$ cat config.mk
export PLATFORM = sky130hd
export DESIGN_NAME = rf_wb_arbiter
export DESIGN_NICKNAME = d
export VERILOG_FILES = /design/src/rtl/rv_pkg.sv /design/src/rtl/rf_scoreboard.sv /design/src/rtl/rf_wb_arbiter.sv
export SDC_FILE = /design/constraint.sdc
export NUM_CORES = 1
export LEC_CHECK = 0
export BUFFER_PORTS_ARGS = -buffer_cell sky130_fd_sc_hd__clkbuf_2
export CORE_MARGIN = 3
export CORE_UTILIZATION = 42
export DETAILED_ROUTE_END_ITERATION = 10
export HOLD_SLACK_MARGIN = 0.03
export PLACE_DENSITY = 0.72
export SLEW_MARGIN = 20
export SYNTH_ARGS = -nofsm -noshare
export SYNTH_HDL_FRONTEND = slang
export SYNTH_SLANG_ARGS = --single-unit
$ cat constraint.sdc
create_clock -name clk -period 2.15 [get_ports clk]
set_input_delay 0.215 -clock clk [delete_from_list [all_inputs] [get_ports clk]]
set_output_delay 0.215 -clock clk [all_outputs]
set_load 0.01 [all_outputs]
$ cat src/rtl/rv_pkg.sv
// Shared register-file constants and writeback source encoding used by the
// writeback arbiter and its scoreboard.
package rv_pkg;
    localparam int XLEN = 32;
    localparam int NREG = 32;
    localparam int AW   = 5;

    localparam logic [AW-1:0] REG_ZERO = '0;

    typedef enum logic {
        SRC_ALU = 1'b0,
        SRC_MEM = 1'b1
    } src_e;
endpackage

$ cat src/rtl/rf_scoreboard.sv
// Busy scoreboard: one bit per architectural register, set when decode issues
// a writer and cleared once the register bank has latched the write.
module rf_scoreboard
    import rv_pkg::*;
(
    input  logic            clk,
    input  logic            rst,
    input  logic            iss_valid,
    input  logic [AW-1:0]   iss_rd,
    input  logic            clr_valid,
    input  logic [AW-1:0]   clr_rd,
    input  logic [AW-1:0]   rs1,
    input  logic [AW-1:0]   rs2,
    input  logic            rs1_used,
    input  logic            rs2_used,
    output logic            stall,
    output logic [NREG-1:0] busy
);
    logic [NREG-1:0] busy_next;

    assign stall = (rs1_used && busy[rs1]) || (rs2_used && busy[rs2]);

    // Set is applied after clear so a newer pending writer survives a same-edge writeback.
    always_comb begin
        busy_next = busy;
        if (clr_valid) begin
            busy_next[clr_rd] = 1'b0;
        end
        if (iss_valid && !stall && iss_rd != REG_ZERO) begin
            busy_next[iss_rd] = 1'b1;
        end
        busy_next[0] = 1'b0;
    end

    always_ff @(posedge clk) begin
        if (rst) begin
            busy <= '0;
        end else begin
            busy <= busy_next;
        end
    end
endmodule

$ cat src/rtl/rf_wb_arbiter.sv
// Round-robin arbiter sharing the register bank write port between the ALU
// and load-unit writeback paths, with a registered write port and busy scoreboard.
module rf_wb_arbiter
    import rv_pkg::*;
(
    input  logic            clk,
    input  logic            rst,
    input  logic            alu_valid,
    input  logic [AW-1:0]   alu_rd,
    input  logic [XLEN-1:0] alu_data,
    output logic            alu_ready,
    input  logic            mem_valid,
    input  logic [AW-1:0]   mem_rd,
    input  logic [XLEN-1:0] mem_data,
    output logic            mem_ready,
    input  logic            iss_valid,
    input  logic [AW-1:0]   iss_rd,
    input  logic [AW-1:0]   rs1,
    input  logic [AW-1:0]   rs2,
    input  logic            rs1_used,
    input  logic            rs2_used,
    output logic            stall,
    output logic            regWrite,
    output logic [AW-1:0]   a3,
    output logic [XLEN-1:0] wd3,
    output logic [NREG-1:0] busy
);
    // Handshake: a source asserts valid with stable rd/data; the transfer
    // completes in the cycle its ready is high, and it may then move on.
    src_e            last_grant;
    logic            grant_alu;
    logic            grant_mem;
    logic            grant_any;
    logic [AW-1:0]   win_rd;
    logic [XLEN-1:0] win_data;
    logic            wr_q;
    logic [AW-1:0]   a3_q;
    logic [XLEN-1:0] wd3_q;

    assign grant_alu = !rst && alu_valid && (!mem_valid || last_grant == SRC_MEM);
    assign grant_mem = !rst && mem_valid && (!alu_valid || last_grant == SRC_ALU);
    assign grant_any = grant_alu || grant_mem;
    assign win_rd    = grant_alu ? alu_rd   : mem_rd;
    assign win_data  = grant_alu ? alu_data : mem_data;

    assign alu_ready = grant_alu;
    assign mem_ready = grant_mem;

    // Only contended grants move the round-robin pointer.
    always_ff @(posedge clk) begin
        if (rst) begin
            last_grant <= SRC_MEM;
        end else if (grant_alu && mem_valid) begin
            last_grant <= SRC_ALU;
        end else if (grant_mem && alu_valid) begin
            last_grant <= SRC_MEM;
        end
    end

    // A grant to x0 leaves a3/wd3 untouched and produces no bank write.
    always_ff @(posedge clk) begin
        if (rst) begin
            wr_q  <= 1'b0;
            a3_q  <= '0;
            wd3_q <= '0;
        end else if (grant_any && win_rd != REG_ZERO) begin
            wr_q  <= 1'b1;
            a3_q  <= win_rd;
            wd3_q <= win_data;
        end else begin
            wr_q  <= 1'b0;
        end
    end

    // Reset must also kill a write already sitting in the output registers.
    assign regWrite = wr_q && !rst;
    assign a3       = a3_q;
    assign wd3      = wd3_q;

    rf_scoreboard u_scoreboard (
        .clk       (clk),
        .rst       (rst),
        .iss_valid (iss_valid),
        .iss_rd    (iss_rd),
        .clr_valid (regWrite),
        .clr_rd    (a3),
        .rs1       (rs1),
        .rs2       (rs2),
        .rs1_used  (rs1_used),
        .rs2_used  (rs2_used),
        .stall     (stall),
        .busy      (busy)
    );
endmodule
==> qor.txt <==
status = complete, no violations
routed length per instance = 16.8 microns
Area Growth Syn to Fin = 34.2%
Post-DP HPWL = 10000 microns
Sequential cell area = 1430 sq um
H-Tree Depth = 3
share of cells above drive strength 1 = 37.7%
core outline area = 9240 sq um
worst ir drop on vdd = 0.000341 V
Post-Route Setup TNS = 0 ns
clk root buf = clkbuf_8
Yosys cell types = 41
Final Hold Viols = 0
crit path cell chain = mux2i_2, mux4_2, mux2_4, o22ai_4, or2_4, buf_6
DR vias = 4474
Cell Rows = 35
LEAKAGE = 2.37 nW
DRC violation count after routing = 0
Die X = 104 microns
clock latency on the worst-skew pair = 0.34 ns
Post-synth top cells = nand2_1 (110), dfxtp_1 (70), nor2_1 (57)
Async SR Flop Fraction = 0%
nets@finish = 772
Die Height = 104 microns
IO buf count = 167
post-synthesis cell count = 506
Iter 0 DRT Violations = 365
max-slew violation count = 0
clk buf depth = 2
first-pass GRT wire length = 22600 microns
n_diodes = 0
FMAX = 0.465 GHz
Seq/Total Area, Yosys = 34.9%
Final setup viols = 0
FF+latch count, synth = 70
Area contributors post-synth = dfxtp_1 (35%), nand2_1 (10%), a311oi_1 (7.9%)
Placed Cells = 784
Initial Util = 43.4%
Worst Hold Class = in2reg
startpoint class of the critical path = flip-flop
syn_nets = 602
DRT Pass-1 Iters = 5
crit share post-route = 99.9%
slowest stage delay, CP = 0.45 ns
Filler cells = 877
post-layout util = 58.3%
worst slew pin tran = 0.613 ns
Setup WS post-layout = 0.00167 ns
grt ovf = 0
vias per cell = 5.52
GRT Overall Usage = 25.4%
CP required = 1.93 ns
worst-path fanout max = 2
largest area contributor in the netlist = dfxtp_1
footprint of the multi-input gates = 2420 sq um
most frequent cell after synthesis = nand2_1
CTS tree = done
drt total wl = 13600 microns
I/O pin total = 169
Top FF cell, synth = dfxtp_1
CP endpoint kind = output pin
Worst Path Arrival = 1.93 ns
DRT antenna net count = 0
Synth Warn # = 0
clock slew at reported path FFs = 0.08 ns
die area = 10800 sq um
post-route minimum period = 2.15 ns
number of flops mapped to enable cells by yosys = 0
gp weighted congestion = 1.01
largest net degree at the start of global routing = 65
Power Total = 3.20 mW
CP max stage cell = mux4_2
unrepaired setup endpoints after global routing = yes
vias in the first global route = 4442
Post-Place Setup Slack = 0.0216 ns
Max Cap Viol = 0
CTS sink cnt = 70
skew final = 0.0107 ns
P per Cell Area = 593 nW/um^2
Synth Area per Inst = 7.93 sq um
max_slew headroom = 59.1%
Setup Crit Path Kind = reg2out
top-area cell type share of the netlist area = 34.9%
initial antenna violation count = 0
Num CTS Buffers = 9
Post-Synthesis Cell Area = 4010 sq um
Non-Filler Instances = 810
[power breakdown]
part	internal, mW	total [mW]	switching, mW
sequential	1.36	1.41	0.0505
clock	0.681	1.20	0.518
combinational	0.247	0.581	0.335
total	2.29	3.20	0.903
[through the flow]
step | instance area [sq um] | hold slack [ns]
final | 5380 | 0.111
after global routing | 5380 | 0.107
after CTS | 5370 | 0.101
after detailed placement | 5030 | 0.467
after global placement | 5030 | 0.461
after floorplan | 4010 | 0.374
[repair_timing]
action                                 in CTS  in global routing
buffers inserted                            9                  1
pin swaps                                   4                  2
setup endpoints to repair                   1                  1
resized for setup                          24                  3
gates cloned                                0                  0
endpoints found under the hold margin       0                  0
hold buffers                                0                  0
[worst paths after layout]
kind / to / start / slack (ns) / cells past startpoint
setup / recovery: stall / u_scoreboard.busy[3] / 0.002 / 6
hold / removal: wd3[27] / alu_data[27] / 0.11 / 3
setup reg to reg: u_scoreboard.busy[28] / u_scoreboard.busy[3] / 0.11 / 8
hold reg to reg: wd3[23] / wd3[23] / 0.50 / 2
[critical path, delay by kind of cell (launching register included)]
| family | cells | cell delay (ns) |
|---|---|---|
| compound gates | 1 | 0.18 |
| buf+inv | 1 | 0.09 |
| simple gates | 1 | 0.14 |
| flops | 1 | 0.36 |
| mux | 3 | 0.84 |
[logic make-up (layout without fill, tap and decap cells)]
family	count (synthesis)	count (layout)	synth area share, %
AO/OA/AOI/OAI	99	99	19.3
buffers and inverters	50	225	5.68
flip-flops	70	70	34.9
multiplexers	32	32	10.3
other	1	1	0.0935
AND/OR/NAND/NOR	254	254	29.7
[flip-flops by register name (all words and copies together) (netlist names)]
register           cells
last_grant             1
wd3                   32
wr_q                   1
u_scoreboard.busy     31
a3                     5
[routing by layer]
| layer | track usage (%) | wire length (microns) | up-vias |
|---|---|---|---|
| met5 | 0 | 0 | - |
| met4 | 8.74 | 249 | 0 |
| met3 | 6.54 | 1360 | 23 |
| met2 | 42.6 | 6490 | 239 |
| met1 | 31.8 | 5460 | 2066 |
| li1 | - | - | 2146 |
[final cells by class]
type / count / area share, %
multi-input cells: 386 / 44.9
clock inverters: 6 / 1.58
repair buffers: 202 / 21.0
clock buffers: 10 / 2.56
flip-flops and latches: 70 / 26.5
inverters: 7 / 0.488
well taps: 129 / 3.00
[layout by cell type (no fill, tap or decap), types with 4 or more instances in the layout]
master / synthesis / layout
a311oi_1: 36 / 36
buf_4: 3 / 33
clkbuf_2: 0 / 166
clkbuf_8: 0 / 10
dfxtp_1: 70 / 51
dfxtp_2: 0 / 19
inv_1: 6 / 6
mux2i_1: 20 / 19
mux4_2: 7 / 7
nand2_1: 110 / 110
nand2b_1: 5 / 5
nand3_1: 9 / 9
nand3b_1: 20 / 20
nor2_1: 57 / 57
nor2b_1: 19 / 19
nor3_1: 4 / 4
o21ai_0: 16 / 16
o31ai_1: 31 / 31
or3_1: 16 / 16
No activity file was read; power rests on OpenSTA's default activity.
